`config.mk`:
```
export PLATFORM = sky130hd
export DESIGN_NAME = uart_rx
export DESIGN_NICKNAME = d
export VERILOG_FILES = /design/src/rtl/uart_pkg.sv /design/src/rtl/uart_baud_tick.sv /design/src/rtl/uart_rx.sv
export SDC_FILE = /design/constraint.sdc
export NUM_CORES = 1
export LEC_CHECK = 0
export BUFFER_PORTS_ARGS = -buffer_cell sky130_fd_sc_hd__clkbuf_2
export CAP_MARGIN = 5
export CELL_PAD_IN_SITES_DETAIL_PLACEMENT = 2
export CELL_PAD_IN_SITES_GLOBAL_PLACEMENT = 2
export CORE_MARGIN = 2
export CORE_UTILIZATION = 30
export DETAILED_ROUTE_END_ITERATION = 16
export PLACE_DENSITY_LB_ADDON = 0.1
export SLEW_MARGIN = 15
export SYNTH_ARGS = -nofsm -noshare
export SYNTH_HDL_FRONTEND = slang
export SYNTH_SLANG_ARGS = --single-unit
```
`constraint.sdc`:
```
create_clock -name clk -period 4 [get_ports clk]
set_input_delay 0.4 -clock clk [delete_from_list [all_inputs] [get_ports clk]]
set_output_delay 0.4 -clock clk [all_outputs]
set_load 0.01 [all_outputs]
```
`src/rtl/uart_pkg.sv`:
```
// Shared types and helpers for the uart_ip receive and transmit paths.
package uart_pkg;

  localparam int UART_DATA_W = 8;

  typedef enum logic [2:0] {
    IDLE,
    START,
    DATA,
    PARITY,
    STOP
  } uart_rx_state_e;

  // Parity bit value that makes data+parity even (odd=0) or odd (odd=1).
  function automatic logic uart_parity(input logic [UART_DATA_W-1:0] data, input logic odd);
    return (^data) ^ odd;
  endfunction

endpackage

```
`src/rtl/uart_baud_tick.sv`:
```
// Sample-tick generator: one tick every baud_div clk cycles (0 behaves as 1).
// Latency: first tick baud_div cycles after clr drops.
// Backpressure: none; clr holds the counter at 0 and suppresses ticks.
module uart_baud_tick #(
  parameter int DIV_W = 16
) (
  input  logic             clk,
  input  logic             arst_n,
  input  logic             clr,
  input  logic [DIV_W-1:0] baud_div,
  output logic             tick
);

  logic [DIV_W-1:0] cnt;
  logic [DIV_W-1:0] div_q;
  logic [DIV_W-1:0] div_eff;

  assign div_eff = (baud_div == '0) ? DIV_W'(1) : baud_div;

  // div_q only follows baud_div at a wrap, so a mid-period change cannot skip the terminal count
  assign tick = !clr && (cnt == div_q - DIV_W'(1));

  always_ff @(posedge clk or negedge arst_n) begin
    if (!arst_n) begin
      cnt   <= '0;
      div_q <= DIV_W'(1);
    end else if (clr || tick) begin
      cnt   <= '0;
      div_q <= div_eff;
    end else begin
      cnt <= cnt + DIV_W'(1);
    end
  end

endmodule

```
`src/rtl/uart_rx.sv`:
```
// UART receiver: oversampled 8N1/8E1/8O1/8N2 deframer into a one-entry valid/ready holding register.
// Latency: rx_valid rises 1 clk after the last stop-bit decision sample.
// Backpressure: holding register full at frame end -> byte dropped, overrun_err pulses. UART_RX_MAJORITY_EN: 2-of-3 bit vote.
module uart_rx
  import uart_pkg::*;
#(
  parameter int OVERSAMPLE  = 16,
  parameter int DIV_W       = 16,
  parameter int SYNC_STAGES = 2
) (
  input  logic                   clk,
  input  logic                   arst_n,
  input  logic                   rx,
  input  logic                   rx_en,
  input  logic [DIV_W-1:0]       baud_div,
  input  logic                   parity_en,
  input  logic                   parity_odd,
  input  logic                   stop2,
  output logic [UART_DATA_W-1:0] rx_data,
  output logic                   rx_valid,
  input  logic                   rx_ready,
  output logic                   frame_err,
  output logic                   parity_err,
  output logic                   overrun_err,
  output logic                   busy
);

  localparam int S_W = $clog2(OVERSAMPLE);
  localparam int B_W = $clog2(UART_DATA_W);
  localparam logic [S_W-1:0] S_LAST   = S_W'(OVERSAMPLE - 1);
`ifdef UART_RX_MAJORITY_EN
  localparam logic [S_W-1:0] S_PRE0   = S_W'(OVERSAMPLE / 2 - 1);
  localparam logic [S_W-1:0] S_PRE1   = S_W'(OVERSAMPLE / 2);
  localparam logic [S_W-1:0] S_DECIDE = S_W'(OVERSAMPLE / 2 + 1);
`else
  localparam logic [S_W-1:0] S_DECIDE = S_W'(OVERSAMPLE / 2);
`endif
  localparam logic [B_W-1:0] B_LAST   = B_W'(UART_DATA_W - 1);

  logic [SYNC_STAGES-1:0]  sync_q;
  logic                    rx_s;
  logic                    rx_prev;
  uart_rx_state_e          state;
  logic [S_W-1:0]          s_cnt;
  logic [B_W-1:0]          bit_cnt;
  logic                    stop_idx;
  logic [UART_DATA_W-1:0]  shreg;
  logic                    ferr_q;
  logic                    perr_q;
  logic                    tick;
  logic                    sample_now;
  logic                    bit_val;
  logic                    frame_last;
  logic                    frame_done;
  logic                    load;
  logic                    overrun;

  assign rx_s = sync_q[SYNC_STAGES-1];

  always_ff @(posedge clk or negedge arst_n) begin
    if (!arst_n) begin
      sync_q  <= '1;
      rx_prev <= 1'b1;
    end else begin
      sync_q  <= {sync_q[SYNC_STAGES-2:0], rx};
      rx_prev <= rx_s;
    end
  end

  // Held clear while idle so tick phase is aligned to the detected start edge
  uart_baud_tick #(
    .DIV_W (DIV_W)
  ) u_tick (
    .clk      (clk),
    .arst_n   (arst_n),
    .clr      (state == IDLE),
    .baud_div (baud_div),
    .tick     (tick)
  );

  assign sample_now = tick && (s_cnt == S_DECIDE);

`ifdef UART_RX_MAJORITY_EN
  logic [1:0] maj_q;

  always_ff @(posedge clk or negedge arst_n) begin
    if (!arst_n) begin
      maj_q <= 2'b11;
    end else if (tick && (s_cnt == S_PRE0 || s_cnt == S_PRE1)) begin
      maj_q <= {maj_q[0], rx_s};
    end
  end

  assign bit_val = (maj_q[1] & maj_q[0]) | (maj_q[1] & rx_s) | (maj_q[0] & rx_s);
`else
  assign bit_val = rx_s;
`endif

  assign frame_last = (state == STOP) && (!stop2 || stop_idx);
  assign frame_done = rx_en && sample_now && frame_last;

  // State changes at the decision sample; s_cnt keeps running so bit boundaries stay put
  always_ff @(posedge clk or negedge arst_n) begin
    if (!arst_n) begin
      state    <= IDLE;
      s_cnt    <= '0;
      bit_cnt  <= '0;
      stop_idx <= 1'b0;
      shreg    <= '0;
      ferr_q   <= 1'b0;
      perr_q   <= 1'b0;
    end else if (!rx_en) begin
      state <= IDLE;
      s_cnt <= '0;
    end else begin
      if (state == IDLE) begin
        s_cnt <= '0;
      end else if (tick) begin
        s_cnt <= (s_cnt == S_LAST) ? '0 : s_cnt + S_W'(1);
      end

      case (state)
        IDLE: begin
          if (rx_prev && !rx_s) begin
            state    <= START;
            bit_cnt  <= '0;
            stop_idx <= 1'b0;
            ferr_q   <= 1'b0;
            perr_q   <= 1'b0;
          end
        end
        START: begin
          if (sample_now) begin
            state <= bit_val ? IDLE : DATA;
          end
        end
        DATA: begin
          if (sample_now) begin
            shreg   <= {bit_val, shreg[UART_DATA_W-1:1]};
            bit_cnt <= bit_cnt + B_W'(1);
            if (bit_cnt == B_LAST) begin
              state <= parity_en ? PARITY : STOP;
            end
          end
        end
        PARITY: begin
          if (sample_now) begin
            perr_q <= (bit_val != uart_parity(shreg, parity_odd));
            state  <= STOP;
          end
        end
        STOP: begin
          if (sample_now) begin
            if (!bit_val) begin
              ferr_q <= 1'b1;
            end
            if (frame_last) begin
              state <= IDLE;
            end else begin
              stop_idx <= 1'b1;
            end
          end
        end
        default: state <= IDLE;
      endcase
    end
  end

  assign load    = frame_done && (!rx_valid || rx_ready);
  assign overrun = frame_done && rx_valid && !rx_ready;

  always_ff @(posedge clk or negedge arst_n) begin
    if (!arst_n) begin
      rx_data     <= '0;
      rx_valid    <= 1'b0;
      frame_err   <= 1'b0;
      parity_err  <= 1'b0;
      overrun_err <= 1'b0;
    end else begin
      frame_err   <= frame_done && (ferr_q || !bit_val);
      parity_err  <= frame_done && perr_q;
      overrun_err <= overrun;
      if (load) begin
        rx_data  <= shreg;
        rx_valid <= 1'b1;
      end else if (rx_valid && rx_ready) begin
        rx_valid <= 1'b0;
      end
    end
  end

  assign busy = (state != IDLE);

endmodule
```
==> run_results.csv <==
group,metric,value,unit
timing,skew,8.47,ps
critical_path,slowest_stage,"nor2_2",
critical_path,path_cells,"inv_1 -> ha_1 -> or4b_4 -> nor4_1 -> mux2i_1 -> a211oi_4 -> nor4bb_1 -> buf_4 -> nor2_2 -> mux2_2",
clock_tree,htree_num_levels,3,
synth,synth_top_family_by_area,"simple AND/OR/NAND/NOR gates",
drt,drtIter0Drc,48,
timing,fin_crit_sh,91.6,%
die,initial_core_util,30.6,%
critical_path,cpPeakStageDelay,570,ps
drt,drtAntennaViolNets,0,
global_routing,grt_pass1_vias,3239,
place,hpwl,7820,µm
drt,drtPass1Iterations,4,
die,die_h,117,µm
critical_path,cp_data_required_time,4220,ps
timing,tightest_slew,787,ps
min_path,hold_class,"input port to asynchronous set/reset pin",
timing,slew_viol_final,0,
drt,wl,10500,µm
critical_path,reg2reg_from,"u_tick.div_q[1]",
place,port-buffer-count,36,
synth,async_reset_ff_share,100,%
run,cap_violations,0,
die,placementRows,41,
synth,synth_seq_cells,68,
layout,syn2layout_area_growth,17.0,%
critical_path,crit_arrival,3880,ps
die,fp.dieArea,13800,µm²
drt,wl_per_cell,18.0,µm
critical_path,startpoint,"u_tick.div_q[1]",
synth,synth-simple-area-share,20.7,%
synth,ys_types,62,
critical_path,rrSetupSlack,340,ps
pwr,leakagePower,2.00,nW
layout,diodes,0,
clock_tree,clock_tree.root_cell,"clkbuf_16",
clock_tree,cts_tree,"yes",
synth,syn_area_per_cell,10.5,µm²
synth,synth_compound_gate_area_share,9.01,%
synth,synth-main-ff-cell,"dfrtp_1",
clock_tree,cts-buffers-inserted,9,
pwr,powerDensity,615,nW/µm²
critical_path,endpoint,"u_tick.div_q[3]",
synth,synth-xor-area-share,9.23,%
clock_tree,insertion_delay,340,ps
timing,fmax,0.273,GHz
synth,synthAdderAreaFrac,1.95,%
global_routing,antenna_found_initial,0,
drt,dr_total_vias,2895,
critical_path,critPathMaxFanout,12,
synth,syn_area,3850,µm²
synth,muxShareOfSynthArea,10.7,%
global_routing,track_usage,16.9,%
clock_tree,cts_setup_buffers,0,
synth,synth_edf_count,0,
drt,drc,0,
die,core,12600,µm²
layout,finalNetCount,433,
layout,drive_gt1_share,25.7,%
timing,worst_slack,337,ps
clock_tree,clkSinkCount,68,
critical_path,worstSetupStartpointType,"register",
clock_tree,clock_path_buffers,2,
clock_tree,clkTransAtPathRegs,60,ps
critical_path,critPathCaptureType,"register",
global_routing,grt_pass1_wl,17400,µm
synth,ys_seq_area_share,44.3,%
pwr,p_total,0.00277,W
timing,setup_viol_count_final,0,
pwr,vdd_drop_max,0.202,mV
critical_path,r2r_end,"u_tick.div_q[3]",
synth,synth_warnings,0,
place,gp_congestion,0.776,
critical_path,r2r_cells,10,
timing,max_slew_margin,47.1,%
drt,vias_per_cell,4.99,
critical_path,worstSetupPathType,"register to register",
global_routing,grt_max_degree,41,
status,status,"completed",
die,io_pins,37,
global_routing,grt_overflow,0,
synth,synthCells,365,
timing,final-hold-violation-count,0,
timing,setup_tns,0,ps
timing,period_minus_slack,3660,ps
place,dp_slack,283,ps
timing,rsz0062_at_grt,"no",
die,die_w,117,µm
synth,synth_nets,395,
[placed cells by master, fill, tap and decap left out, types with 3 or more instances in the layout]
cell type,synthesis,routed
xnor2_1,24,24
nor2b_1,4,4
o31ai_1,3,3
clkbuf_16,0,9
and3_1,9,9
mux2_4,7,7
nor2_1,33,33
nand2_1,18,18
inv_1,15,15
dfrtp_1,64,64
nand2b_1,8,8
a31oi_1,5,5
xor2_1,14,14
mux2_2,22,22
mux2i_1,6,6
nor3_1,8,8
clkbuf_2,0,35
or3_1,5,5
nand3_1,16,16
nor4b_1,4,4
nand4b_1,3,3
ha_1,6,6
dfstp_2,4,4
buf_4,0,5
a21oi_1,7,7
nor4_1,5,5
o21ai_0,14,14
nand4_1,4,4
[metal layers]
layer	up-vias	share of wire [%]	track usage (%)
li1	1378	-	-
met1	1484	46	21.7
met2	22	50	28.6
met3	11	1.9	2.73
met4	0	1.8	6.59
met5	-	0	0
[worst min-delay path by stage]
stage | to | slack (ps)
after floorplan | bit_cnt[0] | 100
after global placement | sync_q[1] | 350
after detailed placement | sync_q[1] | 350
after CTS | u_tick.cnt[3] | 110
after global routing | sync_q[0] | 130
final | u_tick.cnt[1] | 90
[cell type report]
class                           instances  area, µm²
Timing Repair Buffer                   41        218
Sequential cell                        68       1710
Tap cell                              172        215
Inverter                               15       56.3
Clock inverter                          6       90.1
Fill cell                            1367       8060
Multi-Input combinational cell        268       1990
Clock buffer                           10        229
[where the power goes]
group          internal (W)  switching (W)
clock              0.000547       0.000322
sequential         0.000811       0.000196
combinational      0.000389       0.000504
total               0.00175        0.00102
[sequential cells by signal (all words and copies together), names as in the netlist, 2 cells and up]
register	cells
rx_data	8
state	3
u_tick.cnt	16
u_tick.div_q	16
shreg	8
bit_cnt	3
sync_q	2
s_cnt	4
[cells by family (layout without fill, tap and decap cells)]
family,count (synthesis),in the layout
AOI/OAI and AO/OA,50,50
xor gates and xnor gates,39,39
adders and majority gates,6,6
buffers and inverters,29,72
DFF,68,68
muxes,35,35
and+or+nand+nor,138,138
[timing repair]
item,4_1_cts,5_1_grt
setup endpoints to repair,0,3
resized for setup,0,1
hold buffers,0,0
[worst max-delay path, delay by kind of cell (launching register included)]
| family | cells | cell delay [ps] |
|---|---|---|
| flops | 1 | 420 |
| simple gates | 4 | 1590 |
| buf+inv | 2 | 290 |
| mux | 2 | 590 |
| fa+ha+maj | 1 | 330 |
| compound gates | 1 | 330 |
[stage by stage]
step	util, %	cells	hold slack [ps]	area, µm²
2_1_floorplan	-	365	104	3850
3_3_place_gp	33.3	564	346	4180
3_5_place_dp	33.3	564	350	4180
4_1_cts	35.8	580	112	4500
5_1_grt	35.8	580	134	4500
6_report	35.8	580	94.7	4500
[synthesized netlist by cell type (3+ instances only)]
cell / count / area, µm²
nand4_1: 4 / 25.0
ha_1: 6 / 75.1
nand2b_1: 8 / 50.1
xor2_1: 14 / 123
inv_1: 15 / 56.3
nor2_1: 33 / 124
o31ai_1: 3 / 22.5
nor3_1: 8 / 40.0
nand3_1: 16 / 80.1
mux2_4: 7 / 105
dfrtp_1: 64 / 1600
nor2b_1: 4 / 25.0
a31oi_1: 5 / 31.3
and3_1: 9 / 56.3
o21ai_0: 14 / 70.1
dfstp_2: 4 / 105
nor4_1: 5 / 31.3
xnor2_1: 24 / 210
nand2_1: 18 / 67.6
clkbuf_1: 7 / 26.3
mux2_2: 22 / 248
nor4b_1: 4 / 35.0
buf_6: 6 / 67.6
a21oi_1: 7 / 35.0
nand4b_1: 3 / 26.3
or3_1: 5 / 31.3
mux2i_1: 6 / 60.1
Power figures use the tool's default switching activity.
